<file path="config.mk">
export PLATFORM = sky130hd
export DESIGN_NAME = hex_scroller
export DESIGN_NICKNAME = d
export VERILOG_FILES = /design/src/rtl/hex_pkg.sv /design/src/rtl/tick_divider.sv /design/src/rtl/hex_scroller.sv
export SDC_FILE = /design/constraint.sdc
export NUM_CORES = 1
export LEC_CHECK = 0
export CORE_ASPECT_RATIO = 1.25
export CORE_MARGIN = 3
export CORE_UTILIZATION = 57
export DETAILED_ROUTE_END_ITERATION = 12
export GPL_TIMING_DRIVEN = 0
export PLACE_DENSITY = 0.81
export SETUP_SLACK_MARGIN = 0.5
export SLEW_MARGIN = 20
export SYNTH_ARGS = -nofsm -noshare
export SYNTH_HDL_FRONTEND = slang
export SYNTH_SLANG_ARGS = --single-unit
</file>
<file path="constraint.sdc">
create_clock -name CLOCK_50 -period 5.5 [get_ports CLOCK_50]
set_input_delay 0.55 -clock CLOCK_50 [delete_from_list [all_inputs] [get_ports CLOCK_50]]
set_output_delay 0.55 -clock CLOCK_50 [all_outputs]
set_load 0.05 [all_outputs]
</file>
<file path="src/rtl/hex_pkg.sv">
// Shared definitions for the 7-segment scroller family.
//   - Active-high glyph constants (bit 0 = segment a ... bit 6 = segment g, bit 7 = dp).
//   - Scroller FSM state encoding.
//   - seg_drive(): maps an active-high glyph to the board's pin polarity.
package hex_pkg;

  localparam logic [7:0] SEG_F     = 8'h71;
  localparam logic [7:0] SEG_P     = 8'h73;
  localparam logic [7:0] SEG_G     = 8'h7D;
  localparam logic [7:0] SEG_A     = 8'h77;
  localparam logic [7:0] SEG_BLANK = 8'h00;

  localparam logic [7:0] SEG_0 = 8'h3F;
  localparam logic [7:0] SEG_1 = 8'h06;
  localparam logic [7:0] SEG_2 = 8'h5B;
  localparam logic [7:0] SEG_3 = 8'h4F;
  localparam logic [7:0] SEG_4 = 8'h66;
  localparam logic [7:0] SEG_5 = 8'h6D;
  localparam logic [7:0] SEG_6 = 8'h7D;
  localparam logic [7:0] SEG_7 = 8'h07;
  localparam logic [7:0] SEG_8 = 8'h7F;
  localparam logic [7:0] SEG_9 = 8'h6F;

  typedef enum logic [1:0] {
    IDLE,
    SCROLL,
    HOLD
  } state_e;

  function automatic logic [7:0] seg_drive(input logic [7:0] glyph, input logic active_low);
    return active_low ? ~glyph : glyph;
  endfunction

endpackage

</file>
<file path="src/rtl/tick_divider.sv">
// Programmable step-rate divider.
//   CLOCK_50 : clock
//   RST      : synchronous active-high clear of the count
//   en       : 1 = count, 0 = hold the count (and suppress tick)
//   shift    : period = TICK_DIV >> shift cycles
//   tick     : combinational, high in the last cycle of each period
// The terminal compare is >= so a shorter period selected mid-count fires on
// the next cycle instead of waiting for the counter to wrap.
module tick_divider #(
  parameter int unsigned TICK_DIV = 50000000
) (
  input  logic       CLOCK_50,
  input  logic       RST,
  input  logic       en,
  input  logic [1:0] shift,
  output logic       tick
);

  localparam int unsigned CW = $clog2(TICK_DIV) + 1;
  localparam logic [CW-1:0] DIV = CW'(TICK_DIV);

  logic [CW-1:0] cnt_q, cnt_d;
  logic [CW-1:0] period, last;

  assign period = DIV >> shift;
  assign last   = period - CW'(1);
  assign tick   = en && (cnt_q >= last);

  always_comb begin
    cnt_d = cnt_q;
    if (tick) begin
      cnt_d = '0;
    end else if (en) begin
      cnt_d = cnt_q + CW'(1);
    end
  end

  always_ff @(posedge CLOCK_50) begin
    if (RST) begin
      cnt_q <= '0;
    end else begin
      cnt_q <= cnt_d;
    end
  end

endmodule

</file>
<file path="src/rtl/hex_scroller.sv">
// Scrolling-message driver for a bank of 7-segment digits.
//   CLOCK_50 : clock
//   RST      : synchronous active-high reset
//   RUN      : 1 = show/scroll message, 0 = blank display and rewind
//   DIR      : 0 = text moves toward HEX0, 1 = toward the leftmost digit
//   PAUSE    : 1 = freeze display and step divider
//   SPEED    : step period = TICK_DIV >> SPEED
//   HEX      : registered segment bus, leftmost digit in the top byte
//   STEP     : registered one-cycle pulse per accepted step
// The message plus GAP blanks forms a circular sequence of P entries; pos
// selects the rotation. Per-digit indices are formed from a constant d mod P
// plus one add/subtract and a single conditional wrap, so P can be any size.
module hex_scroller import hex_pkg::*; #(
  parameter int unsigned          NUM_DIGITS = 4,
  parameter int unsigned          MSG_LEN    = 4,
  parameter logic [8*MSG_LEN-1:0] MSG        = {SEG_F, SEG_P, SEG_G, SEG_A},
  parameter int unsigned          GAP        = 1,
  parameter int unsigned          TICK_DIV   = 50000000,
  parameter bit                   ACTIVE_LOW = 1'b1
) (
  input  logic                    CLOCK_50,
  input  logic                    RST,
  input  logic                    RUN,
  input  logic                    DIR,
  input  logic                    PAUSE,
  input  logic [1:0]              SPEED,
  output logic [8*NUM_DIGITS-1:0] HEX,
  output logic                    STEP
);

  localparam int unsigned P  = MSG_LEN + GAP;
  localparam int unsigned PW = (P > 1) ? $clog2(P) : 1;
  // One spare bit so d + pos (at most 2P-2) never overflows before the wrap.
  localparam int unsigned IW = PW + 1;
  localparam logic [IW-1:0] P_IW   = IW'(P);
  localparam logic [PW-1:0] P_LAST = PW'(P - 1);
  localparam logic [8*NUM_DIGITS-1:0] HEX_BLANK =
    {NUM_DIGITS{seg_drive(SEG_BLANK, ACTIVE_LOW)}};

  state_e state_q, state_d;
  logic [PW-1:0] pos_q, pos_d, pos_inc;
  logic [8*NUM_DIGITS-1:0] hex_q, hex_d, frame;
  logic step_q, step_d;
  logic tick;

  // Divider is held cleared while stopped so every start waits a full period.
  tick_divider #(
    .TICK_DIV(TICK_DIV)
  ) u_div (
    .CLOCK_50(CLOCK_50),
    .RST     (RST | ~RUN),
    .en      (~PAUSE),
    .shift   (SPEED),
    .tick    (tick)
  );

  // Extended sequence: glyphs first, then GAP blank slots.
  logic [7:0] seq [P];
  for (genvar i = 0; i < P; i++) begin : g_seq
    if (i < MSG_LEN) begin : g_glyph
      assign seq[i] = MSG[8*(MSG_LEN-1-i) +: 8];
    end else begin : g_gap
      assign seq[i] = SEG_BLANK;
    end
  end

  // Frame for the next position; digit 0 is the leftmost byte.
  for (genvar d = 0; d < NUM_DIGITS; d++) begin : g_digit
    localparam logic [IW-1:0] DM = IW'(d % P);
    logic [IW-1:0] pos_w, idx_r, idx_l_raw, idx_l;
    logic [PW-1:0] idx;

    assign pos_w     = {1'b0, pos_d};
    assign idx_r     = (DM >= pos_w) ? DM - pos_w : DM + P_IW - pos_w;
    assign idx_l_raw = DM + pos_w;
    assign idx_l     = (idx_l_raw >= P_IW) ? idx_l_raw - P_IW : idx_l_raw;
    assign idx       = PW'(DIR ? idx_l : idx_r);

    assign frame[8*(NUM_DIGITS-1-d) +: 8] = seg_drive(seq[idx], ACTIVE_LOW);
  end

  assign pos_inc = (pos_q == P_LAST) ? '0 : pos_q + PW'(1);

  always_comb begin
    state_d = state_q;
    pos_d   = pos_q;
    step_d  = 1'b0;

    if (!RUN) begin
      state_d = IDLE;
      pos_d   = '0;
    end else begin
      unique case (state_q)
        IDLE: begin
          // First tick shows the unshifted message without advancing.
          if (tick) begin
            state_d = SCROLL;
            pos_d   = '0;
            step_d  = 1'b1;
          end
        end
        SCROLL: begin
          if (PAUSE) begin
            state_d = HOLD;
          end else if (tick) begin
            pos_d  = pos_inc;
            step_d = 1'b1;
          end
        end
        HOLD: begin
          // The divider kept its count, so a tick on the release cycle is honoured.
          if (!PAUSE) begin
            state_d = SCROLL;
            if (tick) begin
              pos_d  = pos_inc;
              step_d = 1'b1;
            end
          end
        end
        default: begin
          state_d = IDLE;
          pos_d   = '0;
        end
      endcase
    end
  end

  always_comb begin
    hex_d = frame;
    if (state_d == IDLE) begin
      hex_d = HEX_BLANK;
    end else if (state_d == HOLD) begin
      // Frozen frame; a DIR change while held waits for the release.
      hex_d = hex_q;
    end
  end

  always_ff @(posedge CLOCK_50) begin
    if (RST) begin
      state_q <= IDLE;
      pos_q   <= '0;
      step_q  <= 1'b0;
      hex_q   <= HEX_BLANK;
    end else begin
      state_q <= state_d;
      pos_q   <= pos_d;
      step_q  <= step_d;
      hex_q   <= hex_d;
    end
  end

  assign HEX  = hex_q;
  assign STEP = step_q;

endmodule

</file>
==> flow_summary.ini <==
[sta]
fin_skew_ns = 0.009473
drv_slew = 0
worstMarginPinSlew_ns = 0.5632
fin_crit_ns = 4.776
fmaxAchievable_mhz = 209.4
post-route-period-util_pct = 86.84
finalSetupTns_ns = 0
max_slew_margin_pct = 61.97
hold_viol = 0
rsz0062_at_grt = yes
setup_viol_count_final = 0

[clock_tree]
cts.sinks = 49
clkTransAtPathRegs_ns = 0.08
cts_root_buf = clkbuf_8
cts_buffers = 5
clockBufferDepth = 2
clk_latency_ns = 0.31
htree_levels = 2
cts_tree = done
hold_buffers = 0

[detailed_routing]
drtPass1Iterations = 6
vias = 3191
ant_nets = 0
drt-initial-drc-count = 145
vias_per_cell = 5.618
post_drt_wl_per_cell_um = 14.06
wl_mm = 7.984
drc = 0

[placed_design]
gp_congestion = 0.8341
hpwl_mm = 6.210
placed_area_um2 = 4046
port_buffers = 34

[yosys]
synthMuxAreaShare_pct = 0.8735
yosys.area_share.xor_xnor_pct = 6.848
synth_compound_area_share_pct = 19.60
yosys.area_share.simple_pct = 23.41
synth.most_common_cell = nor2_1
synth_seq_cells = 49
synth_common_cells = nor2_1 (60), dfxtp_1 (49), ha_1 (39), nand2_1 (39)
synth-adder-area-share_pct = 13.91
yosysTopAreaCellShare_pct = 27.39
syn_area_um2 = 3581
ys_types = 75
synth_area_leaders = dfxtp_1 (27%), ha_1 (14%), nor2_1 (6.3%)
synth_edf_count = 0
ys_warn_count = 0
yosysTopAreaCell = dfxtp_1
ys_seq_area_share_pct = 27.39
synth_cells = 433
synth_top_family_by_area = simple AND/OR/NAND/NOR gates
syn_avg_cell_area_um2 = 8.270
ys_async_sr_fraction_pct = 0
ys.flop_type = dfxtp_1

[critical_path]
cp_data_required_time_ns = 5.69
end_kind = flop
path_cells = clkdlybuf4s50_1 > clkbuf_4 > nor2_1 > inv_1 > ha_1 > a211o_1 > o311ai_2 > o221ai_2 > o21a_1 > buf_6 > o32a_1 > nand2b_4 > ha_1 > ha_1 > nor2_2 > mux2_2 > a41oi_1 > xnor2_1 > nand2_1 > o32a_1
cp_num_buf_inv = 4
r2r_cells = 17
cp-start-kind = input port
ff2ff_setup_slack_ns = 1.29
slowest_stage = clkdlybuf4s50_1
reg2reg_to = HEX[27]$_SDFFE_PP1P_
timing.critical_path.mode_cell = ha_1
regToRegStartpoint = u_div.cnt_q[5]$_SDFFE_PP0N_
path_delay_family = compound AO/OA/AOI/OAI gates
critPathMaxStageDelay_ns = 0.44
path_class = input port to flop
path_max_fanout = 9
cp.arrival_ns = 4.97

[global_routing]
grt_max_degree = 15
antenna_found_initial = 0
track_usage_pct = 22.37
grt_pass1_vias = 2910
grt.overflow.total = 0
grt_pass1_wl_mm = 13.32

[hold_path]
min_from = HEX[25]$_SDFFE_PP1P_
worst_hold_path_type = flop to flop
hold_end = HEX[25]$_SDFFE_PP1P_
holdPathStages = 2

[die]
die_y_um = 94.62
die_x_um = 76.90
initial_core_util_pct = 60.34
design.core.area_um2 = 5934
rows = 31
die-area_um2 = 7275
io_pins = 40

[outcome]
status = completed

[run]
drv_cap = 0

[pwr]
peakVddDrop_v = 0.00009542
power_w = 0.0006156
p_leak_nw = 1.677
power_density_nw_per_um2 = 147.4

[cells_and_area]
syn2layout_area_growth_pct = 16.63
fin_nets = 531
antenna_cells = 0
stdcell_area_um2 = 4177
layout-drive-gt1-share_pct = 12.35
fill_cells = 493
[report_power, final]
part | switching (W) | leakage, nW | internal (W)
clock | 0.000121 | 0.0450 | 0.0000885
combinational | 0.0000329 | 1.24 | 0.0000174
sequential | 0.000000583 | 0.395 | 0.000355
total | 0.000155 | 1.68 | 0.000461
[area by class of cell]
type	instances	area (um2)	share of cell area, %
Sequential cell	49	980.9	23.49
Buffer	33	217.7	5.213
Multi-Input combinational cell	341	2350	56.26
Tap cell	82	102.6	2.457
Inverter	16	65.06	1.558
Clock buffer	6	72.57	1.738
Timing Repair Buffer	39	377.9	9.047
Clock inverter	2	10.01	0.2397
[cell families after synthesis]
| logic type | Yosys count |
|---|---|
| mux | 3 |
| xor+xnor | 28 |
| other cells | 2 |
| buf+inv | 49 |
| fa+ha+maj | 40 |
| simple gates | 172 |
| flops | 49 |
| compound gates | 90 |
[registers in the layout (all words and copies together), names as in the netlist]
signal / cells
HEX: 16
u_div.cnt_q: 27
state_q: 2
STEP: 1
pos_q: 3
[metal layers]
layer	up-vias	GRT usage, %	share of wire (%)
met4	0	8.459	2.2
met3	16	3.244	3.3
met5	-	0	0
met1	1499	24.93	41
li1	1605	-	-
met2	71	42.73	53
[layout by cell type (no fill, tap or decap), types with 3 or more instances in the layout]
cell type	n
nand2b_1	3
o21a_1	4
and2_1	3
and3_1	6
nor2_1	59
a21oi_1	18
buf_6	3
nand4_1	9
nor4_1	3
o21ai_0	16
o21ai_1	3
ha_1	38
o32a_1	3
o211ai_1	4
clkbuf_8	5
conb_1	8
buf_4	21
nand3_1	18
or3_1	3
nor2b_1	8
nand2_1	39
nand3b_1	4
xor2_1	16
xnor2_1	12
clkdlybuf4s50_1	34
a211o_1	5
dfxtp_1	49
a21o_1	4
inv_1	12
nor3_1	5
clkbuf_1	8
[stage by stage]
| stage | util (%) | cells | hold WS (ns) | worst slack (ns) |
|---|---|---|---|---|
| floorplan | - | 439 | 0.4710 | 1.312 |
| global placement | 68.18 | 555 | 0.4530 | 0.3598 |
| detailed placement | 68.18 | 555 | 0.4576 | 0.2225 |
| CTS | 69.58 | 563 | 0.4814 | 0.5275 |
| global route | 70.38 | 568 | 0.5053 | 0.4637 |
| finish | 70.38 | 568 | 0.4783 | 0.7238 |
[worst register-to-register path: stages, from the launching register on]
cell and delay [ns]:
dfxtp_1 0.41, ha_1 0.26, a21o_1 0.18, a211o_1 0.30
o311ai_2 0.32, o221ai_2 0.19, o21a_1 0.21, buf_6 0.14
o32a_1 0.39, nand2b_4 0.22, ha_1 0.24, ha_1 0.22
nor2_2 0.19, mux2_2 0.18, a41oi_1 0.05, xnor2_1 0.16
nand2_1 0.12, o32a_1 0.34
[repair_timing]
item	in CTS	in global routing
setup buffers	0	5
resized for setup	0	7
hold endpoints to repair	0	0
setup endpoints to repair	0	7
[how the worst max path moves through the flow]
stage	from	cells past startpoint	endpoint	slack [ns]
floorplan	SPEED[1]	19	HEX[27]$_SDFFE_PP1P_	1.31
global placement	SPEED[1]	24	HEX[27]$_SDFFE_PP1P_	0.36
detailed placement	SPEED[1]	24	HEX[27]$_SDFFE_PP1P_	0.22
CTS	SPEED[1]	24	HEX[27]$_SDFFE_PP1P_	0.53
global route	SPEED[1]	23	HEX[27]$_SDFFE_PP1P_	0.46
finish	SPEED[1]	20	HEX[27]$_SDFFE_PP1P_	0.72
Power figures use the tool's default switching activity.
